### src/rtl/cmp_pkg.sv
// Shared definitions for the sequential magnitude comparator.
//   state_t              : controller states (IDLE, CMP)
//   RES_EQ/RES_LT/RES_GT : compact result encoding for benches and sub-blocks
//   clog2()              : ceiling log2 for parameter derivation
package cmp_pkg;

    typedef enum logic [0:0] {
        IDLE = 1'b0,
        CMP  = 1'b1
    } state_t;

    localparam logic [1:0] RES_EQ = 2'd0;
    localparam logic [1:0] RES_LT = 2'd1;
    localparam logic [1:0] RES_GT = 2'd2;

    function automatic int clog2(input int value);
        int r;
        r = 0;
        while ((1 << r) < value) begin
            r++;
        end
        return r;
    endfunction

endpackage

### src/rtl/cmp_slice.sv
// Combinational compare of one DIGIT-bit slice, treated as unsigned.
//   a, b : slice operands
//   eq   : a == b
//   gt   : a >  b  (a < b is !eq && !gt)
module cmp_slice #(
    parameter int DIGIT = 2
) (
    input  logic [DIGIT-1:0] a,
    input  logic [DIGIT-1:0] b,
    output logic             eq,
    output logic             gt
);

    assign eq = (a == b);
    assign gt = (a > b);

endmodule

### src/rtl/seq_magnitude_comparator.sv
// Multi-cycle magnitude comparator. Walks the latched operands MSB-first,
// DIGIT bits per cycle, and finishes at the first differing slice.
//
//   state | meaning
//   ------+-------------------------------------------------------------
//   IDLE  | waiting for start; result flags hold the last outcome
//   CMP   | comparing slice idx; busy=1, flags held at 0
//
// Ports:
//   clk, rst          : clock, synchronous active-high reset
//   start             : request a compare (accepted only in IDLE)
//   is_signed         : 1 = two's-complement compare, latched with start
//   A, B              : operands, latched with start
//   busy              : compare in progress
//   done              : one-cycle pulse when the result flags become valid
//   A_eq_B/lt/gt      : result flags, exactly one set after done
module seq_magnitude_comparator
    import cmp_pkg::*;
#(
    parameter int WIDTH = 16,
    parameter int DIGIT = 2
) (
    input  logic             clk,
    input  logic             rst,
    input  logic             start,
    input  logic             is_signed,
    input  logic [WIDTH-1:0] A,
    input  logic [WIDTH-1:0] B,
    output logic             busy,
    output logic             done,
    output logic             A_eq_B,
    output logic             A_lt_B,
    output logic             A_gt_B
);

    localparam int NSLICE = WIDTH / DIGIT;
    localparam int IDXW   = (NSLICE > 1) ? clog2(NSLICE) : 1;

    if (WIDTH < 2) begin : g_bad_width
        $error("seq_magnitude_comparator: WIDTH must be >= 2");
    end
    if ((DIGIT < 1) || ((WIDTH % DIGIT) != 0)) begin : g_bad_digit
        $error("seq_magnitude_comparator: WIDTH must be a multiple of DIGIT");
    end

    state_t           state_q, state_d;
    logic [IDXW-1:0]  idx_q, idx_d;
    logic [WIDTH-1:0] a_q, a_d;
    logic [WIDTH-1:0] b_q, b_d;
    logic             eq_q, eq_d;
    logic             lt_q, lt_d;
    logic             gt_q, gt_d;
    logic             done_q, done_d;

    // Slice view of the latched operands, slice 0 = most significant.
    logic [DIGIT-1:0] a_slc [NSLICE];
    logic [DIGIT-1:0] b_slc [NSLICE];

    for (genvar i = 0; i < NSLICE; i++) begin : g_slc
        assign a_slc[i] = a_q[WIDTH-1-DIGIT*i -: DIGIT];
        assign b_slc[i] = b_q[WIDTH-1-DIGIT*i -: DIGIT];
    end

    logic [DIGIT-1:0] cur_a;
    logic [DIGIT-1:0] cur_b;
    logic             slc_eq;
    logic             slc_gt;

    assign cur_a = a_slc[idx_q];
    assign cur_b = b_slc[idx_q];

    cmp_slice #(
        .DIGIT (DIGIT)
    ) u_slice (
        .a  (cur_a),
        .b  (cur_b),
        .eq (slc_eq),
        .gt (slc_gt)
    );

    // Signed mode is folded in at latch time: flipping the sign bit of both
    // operands maps two's-complement order onto unsigned order, so the
    // slice walk itself never needs to know the mode.
    always_comb begin
        state_d = state_q;
        idx_d   = idx_q;
        a_d     = a_q;
        b_d     = b_q;
        eq_d    = eq_q;
        lt_d    = lt_q;
        gt_d    = gt_q;
        done_d  = 1'b0;

        case (state_q)
            IDLE: begin
                if (start) begin
                    a_d     = {A[WIDTH-1] ^ is_signed, A[WIDTH-2:0]};
                    b_d     = {B[WIDTH-1] ^ is_signed, B[WIDTH-2:0]};
                    idx_d   = '0;
                    eq_d    = 1'b0;
                    lt_d    = 1'b0;
                    gt_d    = 1'b0;
                    state_d = CMP;
                end
            end
            CMP: begin
                if (!slc_eq) begin
                    gt_d    = slc_gt;
                    lt_d    = !slc_gt;
                    done_d  = 1'b1;
                    state_d = IDLE;
                end else if (idx_q == IDXW'(NSLICE - 1)) begin
                    eq_d    = 1'b1;
                    done_d  = 1'b1;
                    state_d = IDLE;
                end else begin
                    idx_d = idx_q + IDXW'(1);
                end
            end
            default: begin
                state_d = IDLE;
            end
        endcase
    end

    always_ff @(posedge clk) begin
        if (rst) begin
            state_q <= IDLE;
            idx_q   <= '0;
            a_q     <= '0;
            b_q     <= '0;
            eq_q    <= 1'b0;
            lt_q    <= 1'b0;
            gt_q    <= 1'b0;
            done_q  <= 1'b0;
        end else begin
            state_q <= state_d;
            idx_q   <= idx_d;
            a_q     <= a_d;
            b_q     <= b_d;
            eq_q    <= eq_d;
            lt_q    <= lt_d;
            gt_q    <= gt_d;
            done_q  <= done_d;
        end
    end

    assign busy   = (state_q == CMP);
    assign done   = done_q;
    assign A_eq_B = eq_q;
    assign A_lt_B = lt_q;
    assign A_gt_B = gt_q;

endmodule

### config.mk
export PLATFORM = sky130hd
export DESIGN_NAME = seq_magnitude_comparator
export DESIGN_NICKNAME = d
export VERILOG_FILES = /design/src/rtl/cmp_pkg.sv /design/src/rtl/cmp_slice.sv /design/src/rtl/seq_magnitude_comparator.sv
export SDC_FILE = /design/constraint.sdc
export NUM_CORES = 1
export LEC_CHECK = 0
export CORE_UTILIZATION = 40
export CTS_CLUSTER_SIZE = 12
export DETAILED_ROUTE_END_ITERATION = 12
export PLACE_DENSITY = 0.77
export SYNTH_ARGS = -nofsm -noshare
export SYNTH_HDL_FRONTEND = slang
export SYNTH_SLANG_ARGS = --single-unit
### constraint.sdc
create_clock -name clk -period 2.53 [get_ports clk]
set_clock_uncertainty 0.05 [all_clocks]
set_input_delay 0.3795 -clock clk [delete_from_list [all_inputs] [get_ports clk]]
set_output_delay 0.3795 -clock clk [all_outputs]
set_load 0.01 [all_outputs]
==> key figures, run 1 <==
Worst setup path
  – Launch point of the worst path: idx_q[0]$_SDFFE_PP0P_
  – CP Cell Sequence: mux4_1 > mux2_2 > ha_1 > nor2b_1 > a2111o_1 > a21oi_1
  – Setup crit end kind: flip-flop
  – Crit path capture: A_lt_B$_SDFFE_PP0P_
  – Crit path kind: flip-flop to flip-flop
  – CP max FO: 7
  – Slowest cell on crit path: mux4_1
  – WP depth: 6
  – RR Startpoint: idx_q[0]$_SDFFE_PP0P_
  – Reg-to-Reg End: A_lt_B$_SDFFE_PP0P_
  – Delay-heaviest family, CP: multiplexers
  – Reg2reg setup slack: 0.11 ns
  – Buf/Inv on CP: 0
  – Slowest cell delay on critical path: 0.56 ns
  – Required time worst endpoint: 2.71 ns
  – Startpoint Class: flip-flop
  – Worst Reg-to-Reg Cells: 6
  – WP data arrival: around 2.6 ns

Synthesis
  – Async SR Flop Fraction: 0
  – Cells after synthesis: 196
  – Commonest cells post-synth: nand2_1 (63), dfxtp_1 (40), a21oi_1 (36)
  – Mapped cell area: 0.00175 mm²
  – Largest cells by area after synthesis: dfxtp_1 (46%), nand2_1 (13%), mux4_1 (12%)
  – Sequential area share after synthesis: 0.456
  – Syn nets: 236
  – Area share of the largest cell type after synthesis: 0.456
  – Synth warnings: 0
  – Yosys reg bits: 40
  – Main synth FF type: dfxtp_1
  – Avg Cell Area, Syn: 8.95 µm²
  – Top-count cell post-synth: nand2_1
  – Synth unique cells: 26
  – Largest area contributor in the netlist: dfxtp_1
  – Number of flops mapped to enable cells by yosys: 0

Global routing
  – Largest net degree at the start of global routing: a little over 40
  – Initial antenna violation count: 0
  – GRT Resource Usage Total: 0.179
  – Vias in the first global route: 1402
  – First-pass GRT wire length: 6070 µm
  – GRT Residual Overflow: 0

Place
  – Placer Congestion: 0.800
  – I/O Buffers: 40
  – Estimated wirelength of the detail-placed design: 2580 µm
  – Pre-CTS WS: 0.0417 ns
  – Placed cell area: around 0.0022 mm²

Pwr
  – Psw: 0.373 mW
  – Sw Share: 0.248
  – PwrDens: between 600 and 700 mW/mm²
  – Combinational group share of total power: 0.168
  – P_int: 1.13 mW
  – Clk pwr share: 0.367
  – Register share of total power: 0.465
  – Pleak: ~0.9 nW
  – VDD IR max: slightly below 0.0003 V
  – Tot Pwr: around 1.5 mW

Timing
  – Post-layout min period: around 2.4 ns
  – Fmax: 414 MHz
  – Unrepaired setup endpoints after global routing: no
  – Fin. Hold Viols: 0
  – Final WS setup: 0.113 ns
  – Period utilization: 0.955
  – Slew Viols, Final: 0
  – Setup TNS: 0 ns
  – Final hold slack: 0.405 ns
  – Worst slew margin: 0.594
  – Setup violations, final: 0
  – Tightest Pin Transition: 0.609 ns

Route
  – Routed wire length: between 3000 and 4000 µm
  – Vias: 1485
  – Final ANT Viol Nets: 0
  – Vias/cell: between 5 and 6
  – DRC violations left: 0
  – Iteration-0 DRC Markers: 62
  – Detailed Routing Iterations Pass 1: 4
  – WL/cell: roughly 13 µm

Floorplanning
  – Initial Util: 0.426
  – Die Y: 68.2 µm
  – FP Rows: 23
  – I/O Pins: 41
  – Die ar.: about 0.0047 mm²
  – Die X: 68.2 µm
  – Core area: 0.00412 mm²

Clock network
  – # resized after CTS: 0
  – Num Clock Sinks: 40
  – Num CTS Buffers: 5
  – H-tree levels: 2
  – CTS tree: done
  – Hold-fix buffers at CTS: 0
  – Setup bufs post-CTS: 0
  – Worst skew pair latency: 0.30 ns
  – Root Buffer: clkbuf_8
  – CTS clk-pin slew, worst paths: around 0.08 ns
  – Max clock buf depth: 2

Min path
  – Hold crit path type: flip-flop to flip-flop

Layout
  – Area Overhead vs Synth: 33.0%
  – Sequential cell area: about 800 µm²
  – Post-route cell area: between 0.002 and 0.0025 mm²
  – Inserted Diodes: 0
  – Fill cells: 387
  – Layout cell share with drive strength beyond 1: 0.0886
  – Area occupied by multi-input gates: 882 µm²
  – Nets: 276

Status
  – Run status: complete, no violations

Job
  – Max-cap check violation count: 0
-- worst min path at each step --
stage                               from                   end  cells after the start
floorplan           a_q[12]$_SDFFE_PP0P_  a_q[12]$_SDFFE_PP0P_                      2
global placement    a_q[13]$_SDFFE_PP0P_  a_q[13]$_SDFFE_PP0P_                      2
detailed placement  a_q[13]$_SDFFE_PP0P_  a_q[13]$_SDFFE_PP0P_                      2
CTS                 a_q[13]$_SDFFE_PP0P_  a_q[13]$_SDFFE_PP0P_                      2
global route         a_q[7]$_SDFFE_PP0P_   a_q[7]$_SDFFE_PP0P_                      2
finish              a_q[13]$_SDFFE_PP0P_  a_q[13]$_SDFFE_PP0P_                      2
-- area by class of cell --
cell class              instances  share of cell area
multi-input cells             140               0.378
flip-flops and latches         40               0.344
repair buffers                 48               0.197
clock buffers                   6              0.0354
well taps                      50              0.0268
clock inverters                 2              0.0166
inverters                       1             0.00161
-- registers in the layout (all words and copies together) (netlist names) --
| name | count |
|---|---|
| b_q | 16 |
| A_gt_B | 1 |
| A_lt_B | 1 |
| a_q | 16 |
| idx_q | 3 |
| busy | 1 |
| done | 1 |
| A_eq_B | 1 |
-- placed cells by master, fill, tap and decap left out --
cell type,Yosys,routed
nor2_1,5,5
mux4_1,8,8
nand2_1,63,63
dfxtp_1,40,39
and4b_1,1,1
nor2b_2,0,1
clkdlybuf4s50_1,0,40
a211oi_1,2,2
and3_1,1,1
nor2b_1,2,1
nand3_1,3,3
buf_4,0,8
nand4b_1,1,1
a22oi_1,1,1
ha_1,4,4
o21ai_0,2,2
o211ai_1,1,1
nand2b_2,1,1
mux2i_1,2,2
a2111o_1,1,1
mux2_2,2,2
nor3_1,1,1
dfxtp_2,0,1
clkbuf_8,0,6
nand2b_1,1,1
a21oi_1,36,36
bufinv_16,0,1
xnor2_1,2,2
inv_1,1,1
clkinv_4,0,1
-- stage by stage --
step | utilization | std cells
after global placement | 0.537 | 279
after CTS | 0.566 | 287
final | 0.567 | 287
after detailed placement | 0.537 | 279
after global routing | 0.567 | 287
after floorplan | - | 196
-- power by group through the flow --
stage | clock network [mW] | registers [mW] | logic, mW
after global placement | 0 | 0.713 | 0.245
after CTS | 0.559 | 0.700 | 0.254
after global routing | 0.581 | 0.706 | 0.281
after floorplan | 0 | 0.704 | 0.154
after detailed placement | 0 | 0.714 | 0.251
final | 0.553 | 0.700 | 0.252
-- routing by layer --
metal	share of wire	track usage	wire length, µm	vias up
met4	0.022	0.0885	80	0
met1	0.46	0.210	1690	688
met3	0.042	0.0500	154	8
met2	0.48	0.298	1750	33
li1	-	-	-	756
met5	0	0	0	-
-- worst min-delay path, stage by stage (launching register included) --
cell     delay (ns)
dfxtp_1        0.31
nand2_1        0.05
a21oi_1        0.05
-- cell families (layout without fill, tap and decap cells) --
kind of cell,Yosys count,count (layout),share of synthesized area
simple gates,79,79,0.187
compound gates,43,43,0.132
flops,40,40,0.456
buf+inv,16,57,0.0421
mux,12,12,0.144
fa+ha+maj,4,4,0.0285
xor+xnor,2,2,0.00999
Power figures use the tool's default switching activity.
==> run 2, diff against run 1 <==
--- a/config.mk
+++ b/config.mk
@@ -8,7 +8,9 @@
 export CORE_UTILIZATION = 40
 export CTS_CLUSTER_SIZE = 12
 export DETAILED_ROUTE_END_ITERATION = 12
+export GPL_ROUTABILITY_DRIVEN = 0
 export PLACE_DENSITY = 0.77
+export SLEW_MARGIN = 20
 export SYNTH_ARGS = -nofsm -noshare
 export SYNTH_HDL_FRONTEND = slang
 export SYNTH_SLANG_ARGS = --single-unit
==> results of run 2 <==
Final layout, timing and power as in run 1 (identical DEF).
==> run 3, diff against run 2 <==
--- a/config.mk
+++ b/config.mk
@@ -5,11 +5,11 @@
 export SDC_FILE = /design/constraint.sdc
 export NUM_CORES = 1
 export LEC_CHECK = 0
-export CORE_UTILIZATION = 40
+export CORE_UTILIZATION = 49
 export CTS_CLUSTER_SIZE = 12
 export DETAILED_ROUTE_END_ITERATION = 12
 export GPL_ROUTABILITY_DRIVEN = 0
-export PLACE_DENSITY = 0.77
+export PLACE_DENSITY = 0.9
 export SLEW_MARGIN = 20
 export SYNTH_ARGS = -nofsm -noshare
 export SYNTH_HDL_FRONTEND = slang
==> run 3 against run 2 <==
Effect of this change:
- sequential share of layout area increased by 0.42 points
- cell count decreased by 2.1%
- fmax increased by 0.14%
- flip-flop and latch count unchanged
==> key figures, run 3 (synthesis results as in run 1) <==
Place
  – Estimated wirelength of the detail-placed design: 2510 µm
  – I/O Buffers: 40

Layout
  – Layout cell share with drive strength beyond 1: 0.0851
  – Area Overhead vs Synth: 31.7%
  – Most common cell after layout, fill and taps aside: nand2_1
  – Top Registers: a_q: 16 flops, b_q: 16 flops, idx_q: 3 flops
  – Nets: about 270
  – Sequential cell area: 805 µm²
  – Most frequent cells in the layout: nand2_1 (63), clkdlybuf4s50_1 (40), dfxtp_1 (39)
  – Fill cells: around 260
  – Inserted Diodes: 0
  – Area occupied by multi-input gates: 885 µm²
  – Final core occ: 0.682

Timing
  – Setup violations, final: 0
  – Worst slew margin: 0.727
  – Fmax: 414 MHz
  – Post-layout min period: between 2 and 2.5 ns
  – Tightest Pin Transition: 0.410 ns
  – Fin. Hold Viols: 0
  – Unrepaired setup endpoints after global routing: no
  – Final hold slack: 0.406 ns
  – Period utilization: 0.954
  – Slew Viols, Final: 0

Status
  – Run status: complete, no violations

Route
  – Met2 WL post-DR: between 1500 and 2000 µm
  – WL/cell: 12.6 µm
  – Routed wire length: around 3500 µm
  – Final ANT Viol Nets: 0
  – Vias/cell: 5.34
  – DR WL met3: approximately 180 µm
  – Vias: 1501
  – Detailed Routing Iterations Pass 1: 4
  – Uppermost layer routed: met4
  – DRC violations left: 0
  – Iteration-0 DRC Markers: 92
  – Met1 Routed Length: approximately 1500 µm

Clock network
  – H-tree levels: 2
  – Num Clock Sinks: 40
  – # resized after CTS: 1
  – CTS tree: done
  – Root Buffer: clkbuf_4
  – CTS clk-pin slew, worst paths: 0.11 ns
  – Setup bufs post-CTS: 0
  – Hold-fix buffers at CTS: 0
  – Worst skew pair latency: 0.36 ns
  – Num CTS Buffers: 5
  – Max clock buf depth: 2

Global routing
  – Vias in the first global route: ~1300
  – Initial antenna violation count: 0
  – GRT Resource Usage Total: 0.215
  – GRT Residual Overflow: 0
  – Largest net degree at the start of global routing: 41
  – First-pass GRT wire length: 5790 µm

Min path
  – Hold crit path type: flip-flop to flip-flop

Pwr
  – Pleak: 0.886 nW
  – Combinational group share of total power: 0.185
  – PwrDens: 607 mW/mm²
  – P_int: 1.05 mW
  – Register share of total power: 0.498
  – Tot Pwr: 1.40 mW
  – Clk pwr share: 0.316
  – VDD IR max: 0.000507 V
  – Sw Share: 0.250
  – Psw: 0.351 mW

Floorplanning
  – Initial Util: 0.518
  – FP Rows: 21
  – Die X: 61.8 µm
  – I/O Pins: just over 40
  – Core area: 0.00339 mm²
  – Die Y: 61.8 µm
  – Die ar.: around 0.0038 mm²

Worst setup path
  – Startpoint Class: flip-flop
  – Crit path kind: flip-flop to flip-flop
  – Required time worst endpoint: about 2.8 ns
  – CP max FO: 7
  – Setup crit end kind: flip-flop
  – WP data arrival: 2.64 ns

Job
  – Max-cap check violation count: 0
## run 3: changes by cell type in the layout (fill, tap and decap cells not counted), sizes merged
cell,previous run,this run
buf,8,6
## run 3: final cells by class
| type | count | area share |
|---|---|---|
| clock inverter | 2 | 0.0168 |
| timing repair buffer | 46 | 0.204 |
| inverter | 1 | 0.00162 |
| tap | 46 | 0.0249 |
| sequential | 40 | 0.348 |
| multi-input combinational | 140 | 0.383 |
| clock buffer | 6 | 0.0222 |
## run 3: stage by stage
| step | setup WS, ns | instances | setup TNS [ns] | area [µm²] |
|---|---|---|---|---|
| final | 0.117 | 281 | 0 | 2310 |
| after global routing | 0.0147 | 281 | 0 | 2310 |
| after CTS | 0.0512 | 281 | 0 | 2310 |
| after detailed placement | -0.0265 | 273 | -0.0265 | 2210 |
| after global placement | 0.0968 | 273 | 0 | 2210 |
| after floorplan | 0.210 | 196 | 0 | 1750 |
## run 3: layer usage
layer / vias up / track usage
li1: 752 / -
met1: 696 / 0.259
met2: 49 / 0.367
met3: 4 / 0.0621
met4: 0 / 0.0762
met5: - / 0
## run 3: worst paths after layout
kind	startpoint	end	slack, ns	cells after the start
hold reg to reg	b_q[12]$_SDFFE_PP0P_	b_q[12]$_SDFFE_PP0P_	0.41	2
hold / removal	b_q[12]$_SDFFE_PP0P_	b_q[12]$_SDFFE_PP0P_	0.41	2
setup reg to reg	idx_q[0]$_SDFFE_PP0P_	A_lt_B$_SDFFE_PP0P_	0.12	7
setup / recovery	idx_q[0]$_SDFFE_PP0P_	A_lt_B$_SDFFE_PP0P_	0.12	7
## run 3: critical path: stages (launching register included)
cell and delay (ns):
dfxtp_4 0.42, buf_4 0.14, mux4_1 0.54, mux2i_1 0.20
ha_2 0.35, nor2b_1 0.16, a2111o_1 0.34, a21oi_1 0.15
## run 3: power by group through the flow
stage	sequential, mW	combinational (mW)	clock [mW]
floorplan	0.704	0.154	0
global placement	0.712	0.248	0
detailed placement	0.713	0.258	0
CTS	0.699	0.259	0.451
global route	0.704	0.289	0.483
finish	0.699	0.260	0.444
